## src/rtl/load_store_unit_if.sv

```systemverilog
// Request and memory-port bundle for the load/store unit.
// Handshake: the master raises req_valid with its fields and holds them
// until it observes req_ready=1 at a rising edge; that edge accepts the
// request. The slave ignores req_valid while busy and signals completion
// with a single-cycle done pulse (err is meaningful only with done).
// The master side is the pipeline plus the data memory, so it also
// supplies mem_rdata, which is combinational from mem_addr.
interface load_store_unit_if #(
    parameter int ADDR_W = 6
);
    logic              req_valid;
    logic              req_ready;
    logic              req_we;
    logic [2:0]        req_funct3;
    logic [ADDR_W-1:0] req_addr;
    logic [31:0]       req_wdata;
    logic [31:0]       rdata;
    logic              done;
    logic              err;
    logic              mem_read;
    logic              mem_write;
    logic [2:0]        mem_funct3;
    logic [ADDR_W-1:0] mem_addr;
    logic [31:0]       mem_wdata;
    logic [31:0]       mem_rdata;

    modport master (
        output req_valid, req_we, req_funct3, req_addr, req_wdata, mem_rdata,
        input  req_ready, rdata, done, err,
        input  mem_read, mem_write, mem_funct3, mem_addr, mem_wdata
    );

    modport slave (
        input  req_valid, req_we, req_funct3, req_addr, req_wdata, mem_rdata,
        output req_ready, rdata, done, err,
        output mem_read, mem_write, mem_funct3, mem_addr, mem_wdata
    );
endinterface

```

## src/rtl/load_store_unit.sv

```systemverilog
// Load/store unit: turns one pipeline load/store into single-beat memory
// accesses, splitting misaligned requests and extending load data.
module load_store_unit #(
    parameter int ADDR_W = 6
) (
    input  logic                clk,
    input  logic                rst_n,
    load_store_unit_if.slave    bus,
    output logic [1:0]          dbg_state
);
    typedef enum logic [1:0] {
        IDLE = 2'd0,
        BUSY = 2'd1,
        DONE = 2'd2
    } state_t;

    state_t            state;
    logic              we_q;
    logic [2:0]        f3_q;
    logic [ADDR_W-1:0] addr_q;
    logic [31:0]       wdata_q;
    logic [2:0]        n_q;
    logic [1:0]        b_q;
    logic [31:0]       w0_q;
    logic [31:0]       rdata_q;
    logic              err_q;

    // Beat count for a request; 0 marks an illegal funct3.
    function automatic logic [2:0] beat_count(input logic we, input logic [2:0] f3,
                                              input logic [1:0] o);
        logic [2:0] n;
        n = 3'd0;
        if (we) begin
            case (f3)
                3'd0:    n = 3'd1;
                3'd1:    n = o[0] ? 3'd2 : 3'd1;
                3'd2:    n = (o != 2'd0) ? 3'd4 : 3'd1;
                default: n = 3'd0;
            endcase
        end else begin
            case (f3)
                3'd0, 3'd4: n = 3'd1;
                3'd1, 3'd5: n = (o == 2'd3) ? 3'd2 : 3'd1;
                3'd2:       n = (o != 2'd0) ? 3'd2 : 3'd1;
                default:    n = 3'd0;
            endcase
        end
        return n;
    endfunction

    logic [2:0]  acc_n;
    logic        last_beat;
    logic [63:0] pair;
    logic [63:0] shifted;
    logic [31:0] load_val;

    assign acc_n     = beat_count(bus.req_we, bus.req_funct3, bus.req_addr[1:0]);
    assign last_beat = ({1'b0, b_q} == (n_q - 3'd1));

    // Load result from the word pair; the final beat's word comes straight
    // from mem_rdata so the result can be registered on entry to DONE.
    always_comb begin
        pair     = (n_q == 3'd2) ? {bus.mem_rdata, w0_q} : {32'd0, bus.mem_rdata};
        shifted  = pair >> {addr_q[1:0], 3'b000};
        load_val = shifted[31:0];
        case (f3_q[1:0])
            2'd0:    load_val = {{24{~f3_q[2] & shifted[7]}}, shifted[7:0]};
            2'd1:    load_val = {{16{~f3_q[2] & shifted[15]}}, shifted[15:0]};
            default: load_val = shifted[31:0];
        endcase
    end

    // Control FSM: accept, step beats, pulse done; holds request fields.
    always_ff @(posedge clk or negedge rst_n) begin
        if (!rst_n) begin
            state   <= IDLE;
            we_q    <= 1'b0;
            f3_q    <= 3'd0;
            addr_q  <= '0;
            wdata_q <= 32'd0;
            n_q     <= 3'd0;
            b_q     <= 2'd0;
            w0_q    <= 32'd0;
            rdata_q <= 32'd0;
            err_q   <= 1'b0;
        end else begin
            case (state)
                IDLE: begin
                    if (bus.req_valid) begin
                        we_q    <= bus.req_we;
                        f3_q    <= bus.req_funct3;
                        addr_q  <= bus.req_addr;
                        wdata_q <= bus.req_wdata;
                        n_q     <= acc_n;
                        b_q     <= 2'd0;
                        err_q   <= (acc_n == 3'd0);
                        state   <= (acc_n == 3'd0) ? DONE : BUSY;
                    end
                end
                BUSY: begin
                    if (!we_q && b_q == 2'd0) begin
                        w0_q <= bus.mem_rdata;
                    end
                    if (last_beat) begin
                        state <= DONE;
                        if (!we_q) begin
                            rdata_q <= load_val;
                        end
                    end else begin
                        b_q <= b_q + 2'd1;
                    end
                end
                DONE:    state <= IDLE;
                default: state <= IDLE;
            endcase
        end
    end

    assign bus.req_ready = (state == IDLE);
    assign bus.done      = (state == DONE);
    assign bus.err       = (state == DONE) && err_q;
    assign bus.rdata     = rdata_q;
    assign dbg_state     = state;

    // Memory port decode: active only in BUSY, one access per beat.
    always_comb begin
        bus.mem_read   = 1'b0;
        bus.mem_write  = 1'b0;
        bus.mem_funct3 = 3'd0;
        bus.mem_addr   = '0;
        bus.mem_wdata  = 32'd0;
        if (state == BUSY) begin
            if (!we_q) begin
                bus.mem_read   = 1'b1;
                bus.mem_funct3 = 3'd2;
                bus.mem_addr   = {addr_q[ADDR_W-1:2], 2'b00} + ADDR_W'({b_q, 2'b00});
            end else if (n_q == 3'd1) begin
                bus.mem_write  = 1'b1;
                bus.mem_funct3 = f3_q;
                bus.mem_addr   = addr_q;
                bus.mem_wdata  = wdata_q;
            end else begin
                bus.mem_write  = 1'b1;
                bus.mem_funct3 = 3'd0;
                bus.mem_addr   = addr_q + ADDR_W'(b_q);
                bus.mem_wdata  = {24'd0, wdata_q[{b_q, 3'b000} +: 8]};
            end
        end
    end
endmodule
```

## src/flat_wrapper.sv

```systemverilog
// flat-port wrapper written by rule: the top's interface ports become plain ports
module load_store_unit_flat 
#(
    parameter int ADDR_W = 6
)
  (clk, rst_n, dbg_state, bus_req_valid, bus_req_we, bus_req_funct3, bus_req_addr, bus_req_wdata, bus_mem_rdata, bus_req_ready, bus_rdata, bus_done, bus_err, bus_mem_read, bus_mem_write, bus_mem_funct3, bus_mem_addr, bus_mem_wdata);
  load_store_unit_if #(.ADDR_W(ADDR_W)) bus_i ();
  input  logic clk;
  input  logic rst_n;
  output logic [1:0] dbg_state;
  input wire logic [$bits(bus_i.req_valid)-1:0] bus_req_valid;
  input wire logic [$bits(bus_i.req_we)-1:0] bus_req_we;
  input wire logic [$bits(bus_i.req_funct3)-1:0] bus_req_funct3;
  input wire logic [$bits(bus_i.req_addr)-1:0] bus_req_addr;
  input wire logic [$bits(bus_i.req_wdata)-1:0] bus_req_wdata;
  input wire logic [$bits(bus_i.mem_rdata)-1:0] bus_mem_rdata;
  output wire logic [$bits(bus_i.req_ready)-1:0] bus_req_ready;
  output wire logic [$bits(bus_i.rdata)-1:0] bus_rdata;
  output wire logic [$bits(bus_i.done)-1:0] bus_done;
  output wire logic [$bits(bus_i.err)-1:0] bus_err;
  output wire logic [$bits(bus_i.mem_read)-1:0] bus_mem_read;
  output wire logic [$bits(bus_i.mem_write)-1:0] bus_mem_write;
  output wire logic [$bits(bus_i.mem_funct3)-1:0] bus_mem_funct3;
  output wire logic [$bits(bus_i.mem_addr)-1:0] bus_mem_addr;
  output wire logic [$bits(bus_i.mem_wdata)-1:0] bus_mem_wdata;
  assign bus_i.req_valid = bus_req_valid;
  assign bus_i.req_we = bus_req_we;
  assign bus_i.req_funct3 = bus_req_funct3;
  assign bus_i.req_addr = bus_req_addr;
  assign bus_i.req_wdata = bus_req_wdata;
  assign bus_i.mem_rdata = bus_mem_rdata;
  assign bus_req_ready = bus_i.req_ready;
  assign bus_rdata = bus_i.rdata;
  assign bus_done = bus_i.done;
  assign bus_err = bus_i.err;
  assign bus_mem_read = bus_i.mem_read;
  assign bus_mem_write = bus_i.mem_write;
  assign bus_mem_funct3 = bus_i.mem_funct3;
  assign bus_mem_addr = bus_i.mem_addr;
  assign bus_mem_wdata = bus_i.mem_wdata;
  load_store_unit #(.ADDR_W(ADDR_W)) u_core (.clk(clk), .rst_n(rst_n), .bus(bus_i), .dbg_state(dbg_state));
endmodule
```

## config.mk

```make
export PLATFORM = sky130hd
export DESIGN_NAME = load_store_unit_flat
export DESIGN_NICKNAME = d
export VERILOG_FILES = /design/src/rtl/load_store_unit_if.sv /design/src/rtl/load_store_unit.sv /design/src/flat_wrapper.sv
export SDC_FILE = /design/constraint.sdc
export NUM_CORES = 1
export LEC_CHECK = 0
export CORE_UTILIZATION = 43
export CTS_CLUSTER_SIZE = 24
export DETAILED_ROUTE_END_ITERATION = 6
export GPL_TIMING_DRIVEN = 0
export PLACE_DENSITY = 0.75
export SETUP_SLACK_MARGIN = 0.4
export SYNTH_ARGS = -nofsm -noshare
export SYNTH_HDL_FRONTEND = slang
export SYNTH_SLANG_ARGS = --single-unit
```

## constraint.sdc

```tcl
create_clock -name clk -period 2.72 [get_ports clk]
set_clock_uncertainty 0.2 [all_clocks]
set_input_delay 0.408 -clock clk [delete_from_list [all_inputs] [get_ports clk]]
set_output_delay 0.408 -clock clk [all_outputs]
set_load 0.02 [all_outputs]
```

==> impl_metrics.tcl <==
set metrics [dict create \
    cts_tree "built" \
    gp_congestion 0.9224 \
    routed_wl_um 25140 \
    cp_slowest_cell "dfrtp_2" \
    required_ns 2.11 \
    async_flop_share_pct 100.0 \
    post-route-period-util_pct 98.42 \
    drc_errors 6 \
    start_kind "flip-flop" \
    dr.pass1.iters 7 \
    synth_edf_count 0 \
    gr-total-overflow 0 \
    hpwlAfterDp_um 15120 \
    slew_headroom_pct 11.71 \
    rr_worst_depth 8 \
    multi_input_area_mm2 0.004190 \
    max-vdd-ir-drop_v 0.0007251 \
    final_hold_viol_count 0 \
    fin_nets 982 \
    dieArea_mm2 0.01578 \
    yosys.cell_types.count 56 \
    violations "design-rule violations" \
    die_y_um 125.6 \
    cp_cell_sequence "ha_4 -> a21oi_2 -> nor4b_2 -> o21ai_1 -> xor2_1 -> nor2_1 -> buf_4" \
    run_status "finished with violations" \
    root_buffer "clkbuf_16" \
    initial_core_util_pct 44.70 \
    drive_above_1_share_pct 39.21 \
    port_buffers 156 \
    setup_viol 0 \
    die_x_um 125.6 \
    grt_use_total_pct 30.02 \
    worst_setup_path_end_kind "output port" \
    grt_max_degree 62 \
    vias 6799 \
    area_growth_pct 62.52 \
    grt_pass1_vias 6835 \
    hold_depth 2 \
    detail_route.wl_per_cell_um 23.02 \
    ys_seq_area_share_pct 43.42 \
    cts_max_path_buffers 2 \
    powerDensity_mw_per_mm2 1274 \
    numCtsBuffers 17 \
    critical_path_arrival_ns 2.07 \
    rsz0062_at_grt "true" \
    rows 44 \
    max_stage_delay_ns 0.49 \
    cp_max_fo 6 \
    avgSynthCellArea_um2 9.925 \
    layout_common_cells "nand2_1 (155), clkdlybuf4s50_1 (109), dfrtp_1 (107), buf_6 (57), mux2i_1 (54)" \
    drt_iter0_drc 702 \
    cp-startpoint "u_core.b_q[1]" \
    ff_latch_area_mm2 0.002861 \
    tightest_slew_ns 1.319 \
    fmax_ghz 0.3736 \
    routed_via_density 6.226 \
    core_area_mm2 0.01470 \
    grt_antenna_before_repair 0 \
    ios 157 \
    whs_ns 0.2989 \
    reg2reg_from "u_core.n_q[0]" \
    synth_nets 749 \
    maxCapViolCount 0 \
    p_total_mw 13.61 \
    synth-seq-cells 114 \
    syn_inst 662 \
    clk_latency_ns 0.43 \
    final_max_slew_viol_count 0 \
    netlist_area_mm2 0.006570 \
    leakagePower_nw 4.753 \
    final.min_clock_period_ns 2.677 \
    fin_util_pct 72.64 \
    cts_max_level 4 \
    crit_type "flip-flop to output port" \
    n_antenna_cell 0 \
    yosys_warnings 0 \
    hp-start "u_core.addr_q[5]" \
    min_path_type "flip-flop to flip-flop" \
    antenna_left 0 \
    cts.sinks 114 \
    fillers 851 \
    clk_pin_slew_worst_paths_ns 0.05 \
    layout_commonest_cell "nand2_1" \
    synth_flop_cell "dfrtp_1" \
    grt_pass1_wl_um 36160 \
]
==> cells in the mapped netlist (2+ instances only) <==
cell type,count,area share (%)
nand2_1,167,9.5
dfrtp_1,114,43
mux2i_1,55,8.4
mux2_2,41,7.0
o21ai_0,37,2.8
clkbuf_1,26,1.5
and3_1,25,2.4
a21oi_1,22,1.7
nor2_1,17,0.97
mux4_2,16,5.5
nor3_1,10,0.76
o22ai_1,9,0.86
a31oi_1,8,0.76
ha_1,8,1.5
a221oi_1,7,0.93
a22oi_1,7,0.80
buf_1,7,0.40
buf_2,7,0.53
inv_1,7,0.40
o311ai_1,7,0.93
o211ai_1,6,0.69
buf_6,4,0.69
nand3_1,4,0.30
xnor2_1,4,0.53
a211oi_1,3,0.34
and2_1,3,0.29
buf_4,3,0.34
xor2_1,3,0.40
a21o_1,2,0.23
a2bb2oi_1,2,0.27
fa_1,2,0.61
nand2b_1,2,0.19
nand3b_1,2,0.23
nor2b_1,2,0.19
o211ai_2,2,0.38
==> layout make-up <==
type	count	area share (%)
Inverter	9	0.4453
Buffer	47	4.851
Sequential cell	114	26.80
Clock buffer	23	4.664
Timing Repair Buffer	213	20.33
Clock inverter	9	1.406
Multi-Input combinational cell	492	39.24
Timing Repair inverter	1	0.1055
Tap cell	184	2.156
==> critical path: cells and delay by family (launching register included) <==
kind,cells,cell delay [ns]
flip-flops,1,0.49
AND/OR/NAND/NOR,2,0.35
adder cells (fa/ha/maj),1,0.31
AO/OA/AOI/OAI,2,0.19
XOR/XNOR,1,0.15
buffers and inverters,1,0.15
==> metal layers <==
layer	wire length [um]	vias up	track usage, %
met4	1340	0	17.43
li1	-	2850	-
met3	2219	136	7.094
met5	0	-	0
met1	9234	3343	35.85
met2	12340	470	49.74
==> registers in the layout (all words and copies together) (netlist names) <==
| register | cells |
|---|---|
| u_core.we_q | 1 |
| u_core.f3_q | 3 |
| u_core.bus.rdata | 32 |
| u_core.n_q | 3 |
| u_core.dbg_state | 2 |
| u_core.addr_q | 6 |
| u_core.w0_q | 32 |
| u_core.err_q | 1 |
| u_core.wdata_q | 32 |
| u_core.b_q | 2 |
==> report_power, final <==
group / total [mW] / internal [mW] / switching, mW
Sequential: 3.34 / 2.55 / 0.796
Clock: 2.44 / 1.65 / 0.794
Combinational: 7.82 / 3.72 / 4.10
Total: 13.6 / 7.91 / 5.70
==> final timing paths <==
path,endpoint,slack [ns]
max,bus_mem_addr[5],0.04
max reg2reg,u_core.bus.rdata[9],0.05
min,u_core.addr_q[5],0.30
min reg2reg,u_core.addr_q[5],0.30
max in group asynchronous,u_core.bus.rdata[11],1.15
min in group asynchronous,u_core.wdata_q[18],0.41
==> stage by stage <==
stage | area [um2] | setup slack, ns | instances | TNS (ns)
after global routing | 10680 | -0.03944 | 1092 | -0.05756
after floorplan | 6699 | 0.3132 | 662 | 0
after global placement | 8491 | -3.602 | 1002 | -377.44
after CTS | 10150 | 0.1125 | 1076 | 0
after detailed placement | 8516 | -0.5359 | 1003 | -17.51
final | 10680 | 0.04306 | 1092 | 0
==> logic make-up (layout without fill, tap and decap cells) <==
kind of cell	count (synthesis)	count (layout)	synth area share (%)
compound gates	119	119	11.85
simple gates	244	244	16.82
buf+inv	56	302	3.961
flops	114	114	43.42
xor+xnor	7	7	0.9332
fa+ha+maj	10	10	2.133
mux	112	112	20.89
==> timing repair <==
action | 4_1_cts | 5_1_grt
resized for setup | 406 | 110
setup buffers | 35 | 14
cloned | 5 | 2
pin swaps | 20 | 30
hold buffers | 1 | 0
setup endpoints to repair | 106 | 127
hold endpoints to repair | 60 | 0
Note: power is estimated with default switching activity, not from simulation.
